<file path="config.mk">
export PLATFORM = sky130hd
export DESIGN_NAME = dds_wave_gen
export DESIGN_NICKNAME = d
export VERILOG_FILES = /design/src/rtl/dds_pkg.sv /design/src/rtl/dds_amp_scale.sv /design/src/rtl/dds_wave_gen.sv
export SDC_FILE = /design/constraint.sdc
export NUM_CORES = 1
export LEC_CHECK = 0
export CORE_ASPECT_RATIO = 0.5
export CORE_UTILIZATION = 52
export CTS_BUF_LIST = sky130_fd_sc_hd__clkbuf_4 sky130_fd_sc_hd__clkbuf_8
export CTS_CLUSTER_SIZE = 20
export DETAILED_ROUTE_END_ITERATION = 6
export GPL_TIMING_DRIVEN = 0
export PLACE_DENSITY_LB_ADDON = 0.1
export SLEW_MARGIN = 25
export SYNTH_ARGS = -nofsm -noshare
export SYNTH_HDL_FRONTEND = slang
export SYNTH_SLANG_ARGS = --single-unit
</file>
<file path="constraint.sdc">
create_clock -name clk -period 5.35 [get_ports clk]
set_clock_uncertainty 0.2 [all_clocks]
set_input_delay 1.07 -clock clk [delete_from_list [all_inputs] [get_ports clk]]
set_output_delay 1.07 -clock clk [all_outputs]
set_load 0.05 [all_outputs]
</file>
<file path="src/rtl/dds_pkg.sv">
// Shared constants for the DDS waveform generator: waveform mode codes,
// midscale helper and configuration reset defaults.
package dds_pkg;

  localparam logic [1:0] MODE_SINE   = 2'd0;
  localparam logic [1:0] MODE_SQUARE = 2'd1;
  localparam logic [1:0] MODE_TRI    = 2'd2;
  localparam logic [1:0] MODE_SAW    = 2'd3;

  localparam logic [1:0] RST_MODE = MODE_SINE;

  // Offset-binary midscale for a sample of width w.
  function automatic int unsigned mid(input int unsigned w);
    return 32'd1 << (w - 32'd1);
  endfunction

  // Reset duty threshold: midscale, i.e. 50 % square.
  function automatic int unsigned rst_duty(input int unsigned w);
    return mid(w);
  endfunction

  // Reset amplitude: full scale (all ones).
  function automatic int unsigned rst_amp(input int unsigned w);
    return (32'd1 << w) - 32'd1;
  endfunction

endpackage

</file>
<file path="src/rtl/dds_amp_scale.sv">
// Stage 3 of the DDS pipeline: centre the raw sample, scale it by amp with
// floor arithmetic shift, and re-add midscale. Registered outputs.
module dds_amp_scale
  import dds_pkg::*;
#(
  parameter int unsigned DATA_W = 8,
  parameter int unsigned AMP_W  = 8
) (
  input  logic              clk,
  input  logic              rst_n,
  input  logic              valid,
  input  logic [DATA_W-1:0] raw,
  input  logic [AMP_W-1:0]  amp,
  input  logic              wrap,
  output logic [DATA_W-1:0] value,
  output logic              value_valid,
  output logic              sync
);

  localparam int unsigned       PROD_W = DATA_W + AMP_W + 2;
  localparam logic [DATA_W-1:0] MID_V  = DATA_W'(mid(DATA_W));

  logic signed [DATA_W:0]   diff_c;
  logic signed [PROD_W-1:0] prod_c;
  logic signed [PROD_W-1:0] scaled_c;

  // Signed product keeps the floor behaviour of >>> for negative samples.
  always_comb begin
    diff_c   = $signed({1'b0, raw}) - $signed({1'b0, MID_V});
    prod_c   = PROD_W'(diff_c) * PROD_W'($signed({1'b0, amp}));
    scaled_c = (prod_c >>> AMP_W) + PROD_W'($signed({1'b0, MID_V}));
  end

  always_ff @(posedge clk or negedge rst_n) begin
    if (!rst_n) begin
      value       <= MID_V;
      value_valid <= 1'b0;
      sync        <= 1'b0;
    end else begin
      value_valid <= valid;
      sync        <= valid & wrap;
      if (valid) begin
        value <= DATA_W'(scaled_c);
      end
    end
  end

endmodule

</file>
<file path="src/rtl/dds_wave_gen.sv">
// Multi-waveform DDS core: phase accumulator with shadowed config, sine ROM
// addressing, ROM-latency-aligned waveform select and amplitude scaling.
module dds_wave_gen
  import dds_pkg::*;
#(
  parameter int unsigned PHASE_W = 32,
  parameter int unsigned ADDR_W  = 11,
  parameter int unsigned DATA_W  = 8,
  parameter int unsigned AMP_W   = 8,
  parameter int unsigned ROM_LAT = 1
) (
  input  logic               clk,
  input  logic               rst_n,
  input  logic               en,
  input  logic               tick,
  input  logic               phase_clr,
  input  logic               cfg_load,
  input  logic [1:0]         cfg_mode,
  input  logic [PHASE_W-1:0] cfg_fcw,
  input  logic [PHASE_W-1:0] cfg_offset,
  input  logic [DATA_W-1:0]  cfg_duty,
  input  logic [AMP_W-1:0]   cfg_amp,
  output logic [ADDR_W-1:0]  rom_addr,
  input  logic [DATA_W-1:0]  rom_q,
  output logic [DATA_W-1:0]  dac_value,
  output logic               dac_valid,
  output logic               sync_out
);

  localparam logic [DATA_W-1:0] MID_V   = DATA_W'(mid(DATA_W));
  localparam logic [DATA_W-1:0] DUTY_RST = DATA_W'(rst_duty(DATA_W));
  localparam logic [AMP_W-1:0]  AMP_RST = AMP_W'(rst_amp(AMP_W));
  localparam logic [DATA_W-1:0] FULL_V  = '1;

  // Config fields consumed after stage 0 (fcw is consumed at stage 0 directly).
  typedef struct packed {
    logic [PHASE_W-1:0] offset;
    logic [1:0]         mode;
    logic [DATA_W-1:0]  duty;
    logic [AMP_W-1:0]   amp;
  } act_t;

  typedef struct packed {
    logic              valid;
    logic              wrap;
    logic [1:0]        mode;
    logic [DATA_W-1:0] u;
    logic [DATA_W-1:0] duty;
    logic [AMP_W-1:0]  amp;
  } pipe_t;

  localparam act_t ACT_RST = '{offset: '0, mode: RST_MODE, duty: DUTY_RST, amp: AMP_RST};

  logic [PHASE_W-1:0] sh_fcw;
  act_t               sh;
  act_t               act;
  logic [PHASE_W-1:0] acc;
  logic               wrap0;
  logic               v0;
  logic               accept_c;
  logic [PHASE_W-1:0] phase_c;
  pipe_t              s1;
  pipe_t              dl [ROM_LAT];
  pipe_t              s2_in;
  logic [DATA_W-1:0]  dbl_c;
  logic [DATA_W-1:0]  raw_c;
  logic [DATA_W-1:0]  raw2;
  logic [AMP_W-1:0]   amp2;
  logic               wrap2;
  logic               v2;

  assign accept_c = tick & en;

  // Shadow config registers written by the control logic.
  always_ff @(posedge clk or negedge rst_n) begin
    if (!rst_n) begin
      sh_fcw <= '0;
      sh     <= ACT_RST;
    end else if (cfg_load) begin
      sh_fcw <= cfg_fcw;
      sh     <= '{offset: cfg_offset, mode: cfg_mode, duty: cfg_duty, amp: cfg_amp};
    end
  end

  // Stage 0: accumulate; a tick promotes the shadow config to active.
  always_ff @(posedge clk or negedge rst_n) begin
    if (!rst_n) begin
      acc   <= '0;
      wrap0 <= 1'b0;
      v0    <= 1'b0;
      act   <= ACT_RST;
    end else if (phase_clr) begin
      acc   <= '0;
      wrap0 <= 1'b0;
      v0    <= 1'b0;
    end else if (accept_c) begin
      {wrap0, acc} <= {1'b0, acc} + {1'b0, sh_fcw};
      v0           <= 1'b1;
      act          <= sh;
    end else begin
      v0 <= 1'b0;
    end
  end

  assign phase_c = acc + act.offset;

  // Stage 1: ROM address and per-sample fields.
  always_ff @(posedge clk or negedge rst_n) begin
    if (!rst_n) begin
      rom_addr <= '0;
      s1       <= '0;
    end else if (v0) begin
      rom_addr <= ADDR_W'(phase_c >> (PHASE_W - ADDR_W));
      s1       <= '{valid: 1'b1, wrap: wrap0, mode: act.mode,
                    u: DATA_W'(phase_c >> (PHASE_W - DATA_W)),
                    duty: act.duty, amp: act.amp};
    end else begin
      s1.valid <= 1'b0;
    end
  end

  // Delay line aligning stage-1 fields with rom_q.
  always_ff @(posedge clk or negedge rst_n) begin
    if (!rst_n) begin
      for (int i = 0; i < int'(ROM_LAT); i++) begin
        dl[i] <= '0;
      end
    end else begin
      dl[0] <= s1;
      for (int i = 1; i < int'(ROM_LAT); i++) begin
        dl[i] <= dl[i-1];
      end
    end
  end

  assign s2_in = dl[ROM_LAT-1];

  always_comb begin
    dbl_c = {s2_in.u[DATA_W-2:0], 1'b0};
    raw_c = s2_in.u;
    case (s2_in.mode)
      MODE_SINE:   raw_c = rom_q;
      MODE_SQUARE: raw_c = (s2_in.u < s2_in.duty) ? FULL_V : '0;
      MODE_TRI:    raw_c = s2_in.u[DATA_W-1] ? ~dbl_c : dbl_c;
      default:     raw_c = s2_in.u;
    endcase
  end

  // Stage 2: registered raw waveform sample.
  always_ff @(posedge clk or negedge rst_n) begin
    if (!rst_n) begin
      raw2  <= MID_V;
      amp2  <= '0;
      wrap2 <= 1'b0;
      v2    <= 1'b0;
    end else begin
      v2 <= s2_in.valid;
      if (s2_in.valid) begin
        raw2  <= raw_c;
        amp2  <= s2_in.amp;
        wrap2 <= s2_in.wrap;
      end
    end
  end

  dds_amp_scale #(
    .DATA_W (DATA_W),
    .AMP_W  (AMP_W)
  ) u_amp_scale (
    .clk         (clk),
    .rst_n       (rst_n),
    .valid       (v2),
    .raw         (raw2),
    .amp         (amp2),
    .wrap        (wrap2),
    .value       (dac_value),
    .value_valid (dac_valid),
    .sync        (sync_out)
  );

endmodule
</file>
==> out/qor.yml, run 1 <==
synthesis:
  sequential_fraction_of_the_synthesis_area_pct: 43.71
  synth_top_cells_by_area: "dfrtp_1 (40%), mux2_2 (9.5%), ha_1 (8.5%), fa_1 (6.9%), nand2_1 (6.0%)"
  syn_inst: 1364
  syn_area_per_cell_um2: 10.66
  synth_largest_type_area_fraction_pct: 40.10
  synth_common_cells: "dfrtp_1 (233), nand2_1 (231), mux2_2 (123)"
  postSynthNetCount: 1609
  synth_edf_count: 0
  synthArstFlopShare_pct: 100.0
  yosys_warnings: 0
  mappedNetlistArea_um2: 14540
  ys_seq_elements: 253
  synth.largest_area_cell: "dfrtp_1"
  synth.most_common_cell: "dfrtp_1"
  postSynth.topFlopCell: "dfrtp_1"
  yosys.cell_types.count: 74
timing:
  sum_of_negative_setup_slack_ps: 0
  timing_hold_violations_final: 0
  relSlewSlack_pct: 17.06
  fmax_mhz: 197.6
  min_period_over_period_pct: 94.60
  period_minus_slack_ps: 5061
  rsz0062_at_grt: "no"
  tightest_slew_ps: 1213
  postLayoutSetupSlackWorst_ps: 288.9
  setup_viol_count_final: 0
  slew_limit_fails: 0
power_and_ir_drop:
  power_leakage_uw: 0.007968
  vdd.ir_drop.worst_v: 0.0009721
  clock_power_share_pct: 18.1
  comb_power_share_pct: 55.2
  power_switching_share_pct: 41.63
  power-per-cell-area_nw_per_um2: 584.2
  power.share.sequential_pct: 26.7
  internal-power_uw: 5822
  power.switching_uw: 4151
global_routing:
  grt_antenna_before_repair: 0
  maximum_number_of_pins_on_one_net_before_global_route_repair: 94
  first_global_vias: 10989
  groute.usage.overall_pct: 24.69
  grt_pass1_wl_um: 55810
  grt_overflow: 0
detailed_routing:
  drt-initial-drc-count: 544
  postRouteWirelength_um: 33420
  vias: 10391
  avgRoutedWirePerCell_um: 17.38
  drt-vias-per-instance: 5.404
  remaining_drc_errors: 1
  count_of_nets_left_with_antenna_violations_after_detail_routing: 0
  drt_first_pass_iters: 7
setup_path:
  worstPathMaxFanout: 9
  cp-start-kind: "register"
  timing.setup.critical_path_class: "register to register"
  critical_path_arrival_ps: 5350
  timing.critical_path.to_type: "register"
  required_time_at_the_endpoint_of_the_critical_path_ps: 5640
job:
  max_cap_violations: 0
final_layout:
  area_growth_pct: 17.40
  finalNetCount: 1767
  layout-drive-gt1-share_pct: 16.72
  num_antenna_cells: 0
  fillers: 2231
  finish.utilization_pct: 63.32
clock_network:
  cts-buffers-inserted: 39
  clock_tree.root_cell: "clkbuf_8"
  cts_num_sinks: 253
  post-cts-setup-buffers: 0
  cts.path.max_buffers: 3
  tritoncts_clock_tree: "done"
  clock_slew_at_the_register_clock_pins_of_the_worst_setup_and_hold_paths_ps: 80
  hold_buffers_post_cts: 0
  cts_resized: 0
  htree_num_levels: 2
  clk_latency_ps: 570
die:
  fp.dieW_um: 238.5
  starting_utilization_of_the_core_area_pct: 53.94
  die_height_um: 120.2
  io_pins: 117
  die-area_um2: 28680
  placement_row_count: 42
  core_area_um2: 26960
placed_design:
  detailedPlacementHpwl_um: 25330
  dp_worst_slack_ps: 278.8
  gp_congestion: 0.8894
  numPortBuffers: 115
worst_hold_path:
  hold_class: "register to register"
status:
  run_status: "complete, but fails checks"
  violated_checks: "design-rule violations"
cell type report:
class                   count  area, um2  area share (%)
clock inverters            16      191.4           1.121
well taps                 374      467.9           2.741
plain buffers              57      246.5           1.444
flip-flops and latches    253       6356           37.23
inverters                 101      379.1           2.221
clock buffers              52      659.4           3.862
repair buffers            117       1211           7.095
multi-input cells         953       7560           44.28
power by group through the flow:
stage               registers (uW)  clock network, uW  logic, uW
floorplan                     2700                  0       4240
global placement              2680                  0       5340
detailed placement            2700                  0       5520
CTS                           2660               1860       5580
global route                  2710               1950       6350
finish                        2660               1810       5510
layout by cell type, fill, tap and decap left out, types with 10 or more instances in the layout:
master / count
nand3_1: 16
ha_1: 99
nand4_1: 10
clkbuf_8: 43
inv_1: 99
a21oi_1: 59
clkdlybuf4s50_1: 114
and2_1: 41
nand2b_1: 10
fa_1: 50
dfrtp_1: 233
xor2_1: 20
dfstp_2: 20
a21o_1: 21
mux2_2: 123
xnor2_1: 37
clkbuf_1: 42
nand2_1: 231
o21ai_0: 43
nor2_1: 44
per-layer routing:
| metal | vias up | track usage [%] | wire length (um) |
|---|---|---|---|
| met4 | 0 | 7.051 | 606 |
| met2 | 195 | 42.20 | 16430 |
| met1 | 5188 | 32.74 | 15100 |
| met3 | 50 | 3.927 | 1285 |
| met5 | - | 0 | 0 |
| li1 | 4958 | - | - |
through the flow:
| stage | cells | area [um2] | total power [uW] | hold WS [ps] |
|---|---|---|---|---|
| after floorplan | 1364 | 14540 | 6940 | 131.2 |
| after global placement | 1853 | 16160 | 8028 | 140.8 |
| after detailed placement | 1855 | 16220 | 8215 | 144.1 |
| after CTS | 1923 | 17070 | 10110 | 141.1 |
| after global routing | 1923 | 17070 | 11010 | 171.1 |
| final | 1923 | 17070 | 9973 | 146.2 |
critical path: stages (launching register included):
cell and delay [ps]:
dfrtp_1 320, clkbuf_1 330, nand2b_1 190, fa_1 720
xnor2_1 160, ha_1 260, fa_1 480, inv_1 50
fa_1 530, inv_1 40, ha_1 330, and3_1 160
a21oi_1 240, a31oi_1 190, a21oi_1 270, o21bai_1 110
xnor2_1 130, mux2_2 270
state kept, by name, summed over array words and instances, names as in the netlist, 7 cells and up:
| register | flops |
|---|---|
| s1 | 20 |
| rom_addr | 11 |
| u_amp_scale.value | 8 |
| dl | 21 |
| raw2 | 8 |
| sh_fcw | 32 |
| dbl_c | 7 |
| act | 50 |
| acc | 32 |
| sh | 50 |
| amp2 | 8 |
logic make-up after synthesis:
kind of cell    Yosys count  share of synthesized area (%)
fa+ha+maj               149                          15.40
compound gates          230                          11.31
flops                   253                          43.71
buf+inv                 158                          4.302
xor+xnor                 57                          3.433
mux                     126                          9.732
simple gates            391                          12.11
final timing paths:
| kind | from | to | slack [ps] | cells after the start |
|---|---|---|---|---|
| max | amp2[2] | u_amp_scale.value[7] | 290 | 17 |
| min | s1[27] | dl[27] | 150 | 0 |
| max in group asynchronous | rst_n | act[37] | 3790 | 2 |
| max reg2reg | amp2[2] | u_amp_scale.value[7] | 290 | 17 |
| min in group asynchronous | rst_n | u_amp_scale.value[6] | 250 | 1 |
| min reg2reg | s1[27] | dl[27] | 150 | 0 |
(Power assumes the default switching activity.)
==> run 2, diff against run 1 <==
--- a/config.mk
+++ b/config.mk
@@ -6,12 +6,14 @@
 export NUM_CORES = 1
 export LEC_CHECK = 0
 export CORE_ASPECT_RATIO = 0.5
+export CORE_MARGIN = 3
 export CORE_UTILIZATION = 52
 export CTS_BUF_LIST = sky130_fd_sc_hd__clkbuf_4 sky130_fd_sc_hd__clkbuf_8
 export CTS_CLUSTER_SIZE = 20
 export DETAILED_ROUTE_END_ITERATION = 6
 export GPL_TIMING_DRIVEN = 0
 export PLACE_DENSITY_LB_ADDON = 0.1
+export REMOVE_ABC_BUFFERS = 1
 export SLEW_MARGIN = 25
 export SYNTH_ARGS = -nofsm -noshare
 export SYNTH_HDL_FRONTEND = slang
==> run 2 against run 1 <==
The run now ends clean. Largest power group unchanged. Critical endpoint unchanged. Combinational power down 2%. Via count down 2.9%. Critical path depth down 1. Die area up 5.1%. Highest routed layer unchanged.
==> out/qor.yml, run 2 (synthesis gave the netlist of run 1 again) <==
status:
  run_status: "finished clean"
global_routing:
  groute.usage.overall_pct: 21.23
  maximum_number_of_pins_on_one_net_before_global_route_repair: 93
  grt_pass1_wl_um: 52990
  grt_antenna_before_repair: 0
  grt_overflow: 0
  first_global_vias: 10661
setup_path:
  timing.critical_path.to_type: "register"
  worst_path_largest_cell_delay_ps: 620
  worstPathMaxFanout: 9
  worst_setup_path_startpoint: "raw2[7]"
  critical_path_arrival_ps: 5270
  worst-r2r-cell-count: 16
  timing.critical_path.mode_cell: "fa_1"
  timing.critical_path.cells: "nand2b_1, fa_1, xnor2_1, ha_1, fa_1, inv_1, fa_1, inv_1, ha_1, and3_1, a21oi_1, a31oi_1, a21oi_1, o21bai_1, xnor2_1, mux2_2"
  r2r-start: "raw2[7]"
  cp-start-kind: "register"
  cp_slowest_cell: "dfstp_2"
  reg2reg_setup_slack_ps: 360
  timing.setup.critical_path_class: "register to register"
  required_time_at_the_endpoint_of_the_critical_path_ps: 5630
timing:
  rsz0062_at_grt: "no"
  timing.hold.ws_ps: 117.8
  tightest_slew_ps: 825.6
  timing_hold_violations_final: 0
  fmax_mhz: 200.3
  setup_viol_count_final: 0
  relSlewSlack_pct: 44.96
  slew_limit_fails: 0
  min_period_over_period_pct: 93.30
  postLayoutSetupSlackWorst_ps: 358.7
  period_minus_slack_ps: 4991
clock_network:
  clock_slew_at_the_register_clock_pins_of_the_worst_setup_and_hold_paths_ps: 60
  post-cts-setup-buffers: 0
  cts.path.max_buffers: 3
  hold_buffers_post_cts: 0
  cts_resized: 0
  cts-buffers-inserted: 38
  clk_latency_ps: 560
  cts_num_sinks: 253
  tritoncts_clock_tree: "done"
  htree_num_levels: 2
  clock_tree.root_cell: "clkbuf_8"
final_layout:
  area_growth_pct: 16.42
  num_antenna_cells: 0
  layout_top_registers: "act (50), sh (50)"
  post_layout_nonfiller_instances: 1871
  finalNetCount: 1714
  layout-drive-gt1-share_pct: 17.23
  fillers: 2220
  most-common-layout-cells: "nand2_1 (231), dfrtp_1 (231), mux2_2 (123)"
detailed_routing:
  drt-initial-drc-count: 461
  remaining_drc_errors: 0
  vias: 10090
  drt-vias-per-instance: 5.393
  drt_first_pass_iters: 4
  count_of_nets_left_with_antenna_violations_after_detail_routing: 0
  avgRoutedWirePerCell_um: 16.31
  postRouteWirelength_um: 30510
die:
  core_area_um2: 26960
  die_height_um: 124.2
  die-area_um2: 30130
  io_pins: 117
  starting_utilization_of_the_core_area_pct: 53.94
  placement_row_count: 42
  fp.dieW_um: 242.5
power_and_ir_drop:
  power.share.sequential_pct: 27.6
  clock_power_share_pct: 17.3
  power_leakage_uw: 0.007908
  power_switching_share_pct: 41.61
  vdd.ir_drop.worst_v: 0.0009463
  power-per-cell-area_nw_per_um2: 578.6
  design_power_total_uw: 9795
  power.switching_uw: 4075
  comb_power_share_pct: 55.1
  internal-power_uw: 5720
placed_design:
  gp_congestion: 0.8886
  numPortBuffers: 116
  placed_cells_incl_taps: 1803
  detailedPlacementHpwl_um: 22130
  dp_worst_slack_ps: 292.9
job:
  max_cap_violations: 0
worst_hold_path:
  hold_class: "primary input to asynchronous set/reset pin"
[run 2: cell count changes in the layout (fill, tap and decap cells not counted), moves of 2 or more]
cell,change
clkbuf_1,-42
clkbuf_8,+8
buf_4,-7
buf_1,-5
clkinv_2,-5
bufinv_16,-4
buf_16,+3
buf_2,-2
clkbuf_4,+2
dfrtp_1,-2
dfrtp_2,+2
[run 2: critical path, delay by kind of cell (launching register included)]
family,cells,cell delay [ps]
compound gates,4,780
xor+xnor,2,310
fa+ha+maj,5,2220
buf+inv,2,100
flops,1,620
mux,1,260
simple gates,2,410
[run 2: through the flow]
stage / TNS [ps] / util (%) / instance area, um2
2_1_floorplan: 0 / - / 14300
3_3_place_gp: -1860190 / 59.07 / 15920
3_5_place_dp: 0 / 59.73 / 16100
4_1_cts: 0 / 62.78 / 16930
5_1_grt: 0 / 62.80 / 16930
6_report: 0 / 62.80 / 16930
[run 2: per-layer routing]
metal | wire length, um | vias to the layer above | GRT usage [%]
met3 | 997 | 41 | 3.534
met2 | 14950 | 129 | 36.93
met5 | 0 | - | 0
met1 | 14070 | 5050 | 27.85
li1 | - | 4870 | -
met4 | 501 | 0 | 5.222
[run 2: final cells by class]
cell class                 instances  area, um2  area share (%)
tap                              374      467.9           2.764
multi-input combinational        953       7576           44.75
timing repair buffer             122       1321           7.805
clock inverter                     6      38.79          0.2291
inverter                         101      381.6           2.254
sequential                       253       6359           37.56
clock buffer                      62      784.5           4.634
[run 2: path summary, 6_finish.rpt]
check | to
worst max-delay path | u_amp_scale.value[7]
worst min-delay path | u_amp_scale.value[1]
worst max register to register | u_amp_scale.value[7]
worst min register to register | dl[27]
max in group asynchronous | sh[21]
min in group clk | dl[27]
[run 2: power by group through the flow]
| stage | sequential, uW | clock [uW] | combinational (uW) |
|---|---|---|---|
| after global routing | 2770 | 1840 | 6250 |
| after global placement | 2730 | 0 | 5260 |
| final | 2700 | 1690 | 5400 |
| after detailed placement | 2740 | 0 | 5430 |
| after floorplan | 2830 | 0 | 4050 |
| after CTS | 2710 | 1740 | 5490 |
